File: config.mk
export PLATFORM = sky130hd
export DESIGN_NAME = la_capture
export DESIGN_NICKNAME = d
export VERILOG_FILES = /design/src/rtl/la_capture.sv
export SDC_FILE = /design/constraint.sdc
export NUM_CORES = 2
export LEC_CHECK = 0
export ABC_CLOCK_PERIOD_IN_PS = 4800
export BUFFER_PORTS_ARGS = -buffer_cell sky130_fd_sc_hd__buf_2
export CAP_MARGIN = 30
export CELL_PAD_IN_SITES_DETAIL_PLACEMENT = 0
export CELL_PAD_IN_SITES_GLOBAL_PLACEMENT = 1
export CORE_ASPECT_RATIO = 0.9
export CORE_UTILIZATION = 55
export DETAILED_ROUTE_END_ITERATION = 8
export PLACE_DENSITY_LB_ADDON = 0.1
export SLEW_MARGIN = 25
export SYNTH_ARGS = -nofsm -noshare
export SYNTH_HDL_FRONTEND = slang
export SYNTH_SLANG_ARGS = --single-unit
File: constraint.sdc
create_clock -name clk -period 4.8 [get_ports clk]
set_clock_uncertainty 0.2 [all_clocks]
set_input_delay 0.72 -clock clk [delete_from_list [all_inputs] [get_ports clk]]
set_output_delay 0.72 -clock clk [all_outputs]
set_load 0.01 [all_outputs]
File: src/rtl/la_capture.sv
// la_capture: trigger-qualified capture of a probe bus into a circular buffer,
// followed by oldest-first readout of the DEPTH-sample window.
module la_capture #(
   parameter int AW = 8,
   parameter int W  = 16
) (
   input  logic          clk,
   input  logic          rst,
   input  logic [W-1:0]  probe,
   input  logic          arm,
   input  logic [W-1:0]  trig_mask,
   input  logic [W-1:0]  trig_value,
   input  logic [AW-1:0] pre_count,
   input  logic          rd_en,
   output logic [W-1:0]  rd_data,
   output logic          rd_valid,
   output logic [1:0]    state_o,
   output logic          triggered,
   output logic          done
);
   localparam int DEPTH = 1 << AW;
   localparam logic [AW:0] FULL = (AW+1)'(DEPTH);
   typedef enum logic [1:0] {IDLE = 2'd0, ARMED = 2'd1, POST = 2'd2, DONE = 2'd3} state_t;
   state_t r_state, w_next;
   logic [W-1:0] r_mem [DEPTH];
   logic [AW-1:0] r_wr_ptr, r_rd_ptr, r_rd_cnt, r_remaining, r_pre;
   logic [AW:0] r_cnt;
   logic [W-1:0] r_mask, r_value, r_rd_data;
   logic r_triggered, r_rd_valid;
   logic w_arm, w_trig, w_wr, w_rd;
   always_comb begin
      w_arm  = arm && (r_state == IDLE || r_state == DONE);
      w_trig = r_state == ARMED && ((probe ^ r_value) & r_mask) == '0 && r_cnt >= {1'b0, r_pre};
      w_wr   = r_state == ARMED || r_state == POST;
      w_rd   = r_state == DONE && rd_en && !arm;
      w_next = w_arm ? ARMED :
               w_trig ? ((&r_pre) ? DONE : POST) :
               (r_state == POST && r_remaining == AW'(1)) ? DONE :
               (w_rd && (&r_rd_cnt)) ? IDLE : r_state;
   end
   always_ff @(posedge clk)
      if (w_wr) r_mem[r_wr_ptr] <= probe;
   always_ff @(posedge clk) begin
      if (rst) begin
         r_state     <= IDLE;
         r_wr_ptr    <= '0;
         r_rd_ptr    <= '0;
         r_rd_cnt    <= '0;
         r_cnt       <= '0;
         r_remaining <= '0;
         r_pre       <= '0;
         r_mask      <= '0;
         r_value     <= '0;
         r_triggered <= 1'b0;
         r_rd_valid  <= 1'b0;
         r_rd_data   <= '0;
      end else begin
         r_state    <= w_next;
         r_rd_valid <= w_rd;
         if (w_arm) begin
            r_mask      <= trig_mask;
            r_value     <= trig_value;
            r_pre       <= pre_count;
            r_wr_ptr    <= '0;
            r_cnt       <= '0;
            r_rd_cnt    <= '0;
            r_triggered <= 1'b0;
         end
         if (w_wr) begin
            r_wr_ptr <= r_wr_ptr + 1'b1;
            if (r_cnt != FULL) r_cnt <= r_cnt + 1'b1;
         end
         // Readout starts at the oldest retained sample, known as soon as the trigger lands
         if (w_trig) begin
            r_triggered <= 1'b1;
            r_remaining <= ~r_pre;
            r_rd_ptr    <= r_wr_ptr - r_pre;
         end else if (r_state == POST) r_remaining <= r_remaining - 1'b1;
         if (w_rd) begin
            r_rd_data <= r_mem[r_rd_ptr];
            r_rd_ptr  <= r_rd_ptr + 1'b1;
            r_rd_cnt  <= r_rd_cnt + 1'b1;
         end
      end
   end
   assign rd_data   = r_rd_data;
   assign rd_valid  = r_rd_valid;
   assign state_o   = r_state;
   assign triggered = r_triggered;
   assign done      = (r_state == DONE);
endmodule

==> impl_metrics.ini <==
[worst_setup_path]
crit_top_cell = buf_4
critPathLaunchType = register
cp.arrival_ns = 5.30
r2r_slack_ns = 0.13
crit_type = register to register
critPathSlowestCell = dfxtp_4
crit_path_start = r_rd_ptr[1]$_SDFFE_PP0P_
path_buf_inv = 2
cpPeakStageDelay_ns = 1.01
cp_max_fo = 23
required_ns = 5.42
cp_top_family = compound AO/OA/AOI/OAI gates
crit_chain = buf_4, buf_4, mux4_2, mux2i_1, o21ai_0, a21oi_1, nor2_1, a31oi_1, o21ai_1
endpoint_kind = register
timing.rr.start = r_rd_ptr[1]$_SDFFE_PP0P_

[layout]
layout.nets = 8546
syn2layout_area_growth_pct = 14.3
drive_gt1_share_pct = 28.9

[clock_tree]
h-tree-depth = 5
postCtsSetupBuffers = 0
numCtsBuffers = 411
clkLatencyLatePin_ns = 0.97
cts_buffer_depth = 4
clock-sinks = 4197
clk_pin_slew_worst_paths_ns = 0.06
cts_tree = done
root_buffer = clkbuf_16

[floorplanning]
core_mm2 = 0.292
die_x_um = 575
io_pins = 81
fp.dieArea_mm2 = 0.297
start_util_pct = 55.5
row_count = 188
die_h_um = 517

[detailed_routing]
drt.antenna.violating_nets = 0
drt_pre_antenna_iters = 7
routed_via_density = 6.74
drt-initial-drc-count = 12642
drc_errors = 0
wire_per_inst_um = 38.6
routed_wl_um = 490000
vias = 85613

[placed_design]
io_buffers = 80
gp_congestion = 0.901
post-dp-hpwl_um = 308000

[logic_synthesis]
synthCells = 7644
synth_most_common_cell = edfxtp_1
ys_warn_count = 0
synthTopCellsByArea = edfxtp_1 76%, mux4_2 13%, mux2i_1 1.9%
synth_edf_count = 4096
synth-seq-cells = 4197
async_flop_share_pct = 0
syn_nets = 7733
ys.flop_type = edfxtp_1
synth_area_leader_cell = edfxtp_1
netlist_area_mm2 = 0.162
synthTopCellsByCount = 4096 x edfxtp_1, 957 x mux4_2, 379 x nor2_1
netlist.area_leader.share_pct = 75.8
seq_area_frac_synth_pct = 77.0
synth.avg_cell_area_um2 = 21.2
synth_cell_types = 74

[grt]
grt_usage_pct = 32.9
grt_overflow = 0
grt_max_degree = 178
grt_antenna_before_repair = 43
grt_pass1_vias = 82446
grt_pass1_wl_um = 670000

[sta]
rsz0062_at_grt = false
slew_viol_final = 0
fmax_mhz = 214
fin_setup_tns_ns = 0
hold_violations = 0
slew_headroom_pct = 12.0
period_needed_ns = 4.67
setup_viol = 0
hold_ws_ns = 0.0608
finalCritPeriodShare_pct = 97.3
tightestPinTransition_ns = 1.32

[hold_path]
hp-start = rst
min_path_type = input port to register

[run]
maxCapViolations = 0

[power_and_ir_drop]
power_density_mw_per_mm2 = 410
vdd_drop_max_mv = 0.329
leakage_nw = 57.1

[outcome]
status = completed
metal layers:
layer / track usage, % / up-vias / part of all wire [%]
met5: 0 / - / 0.045
met4: 15.9 / 28 / 5.4
met3: 7.91 / 940 / 11
met2: 49.1 / 5156 / 45
met1: 46.3 / 45825 / 38
li1: - / 33664 / -
through the flow:
step	std cells	worst slack (ns)	utilization (%)	total power, mW	cell area (um2)
after floorplan	7644	1.91	-	42.6	162000
after global placement	11868	0.133	58.7	44.8	172000
after detailed placement	11880	0.116	58.7	44.9	172000
after CTS	12689	0.0996	63.4	76.2	185000
after global routing	12695	0.257	63.4	77.6	186000
final	12707	0.129	63.5	76.0	186000
flip-flops by register name, summed over array words and instances (netlist names):
name / count
r_cnt: 9
r_mask: 16
r_mem: 4096
r_pre: 8
r_rd_cnt: 8
r_rd_ptr: 8
r_remaining: 8
r_value: 16
r_wr_ptr: 8
rd_data: 16
rd_valid: 1
state_o: 2
triggered: 1
what timing repair did:
| item | CTS | global route |
|---|---|---|
| endpoints found under the hold margin | 262 | 0 |
| gates resized for setup | 0 | 1 |
| setup endpoints to repair | 0 | 1 |
| hold buffers | 56 | 0 |
cell usage in the layout, fill, tap and decap left out, drive strengths merged, types with 21 or more instances in the layout:
master and n:
a211oi 46, buf 787, dlygate4sd3 56, dfxtp 101, nand2 254, a221oi 45
o211ai 28, xor2 29, mux2 39, nor3 24, ha 28, edfxtp 4096
a21oi 179, nor2b 21, nor2 379, mux4 957, bufinv 40, o221ai 35
mux2i 316, inv 32, clkinv 196, clkbuf 488, a31oi 22, a22oi 85
o22ai 99, o21ai 95, nand3 51
worst paths after layout:
path                              end  cells past startpoint
max          rd_data[11]$_SDFFE_PP0P_                      9
max reg2reg  rd_data[11]$_SDFFE_PP0P_                      9
min               rd_valid$_SDFF_PP0_                      3
min reg2reg    r_mask[1]$_SDFFE_PP0P_                      2
cell type report:
cell class / count / area, um2
Fill cell: 19897 / 107000
Tap cell: 3895 / 4870
Clock buffer: 488 / 10700
Timing Repair Buffer: 844 / 7310
Antenna cell: 15 / 37.5
Sequential cell: 4197 / 125000
Clock inverter: 265 / 2420
Multi-Input combinational cell: 2983 / 35100
Inverter: 20 / 82.6
cells by family after synthesis:
family	after synthesis	synth area share, %
xor gates and xnor gates	39	0.210
muxes	1312	15.5
adders and majority gates	29	0.228
DFF	4197	77.0
and+or+nand+nor	835	2.21
AOI/OAI and AO/OA	768	3.22
buffers and inverters	464	1.59
power by group:
part,internal (mW),leakage [nW],switching (mW),total [mW]
logic,1.15,13.1,2.69,3.84
clock network,18.1,6.44,13.7,31.8
registers,40.2,37.6,0.0907,40.3
worst min-delay path, delay by kind of cell:
family / cells / cell delay [ns]
simple gates: 1 / 0.07
buf+inv: 2 / 0.35
Note: power is estimated with default switching activity, not from simulation.
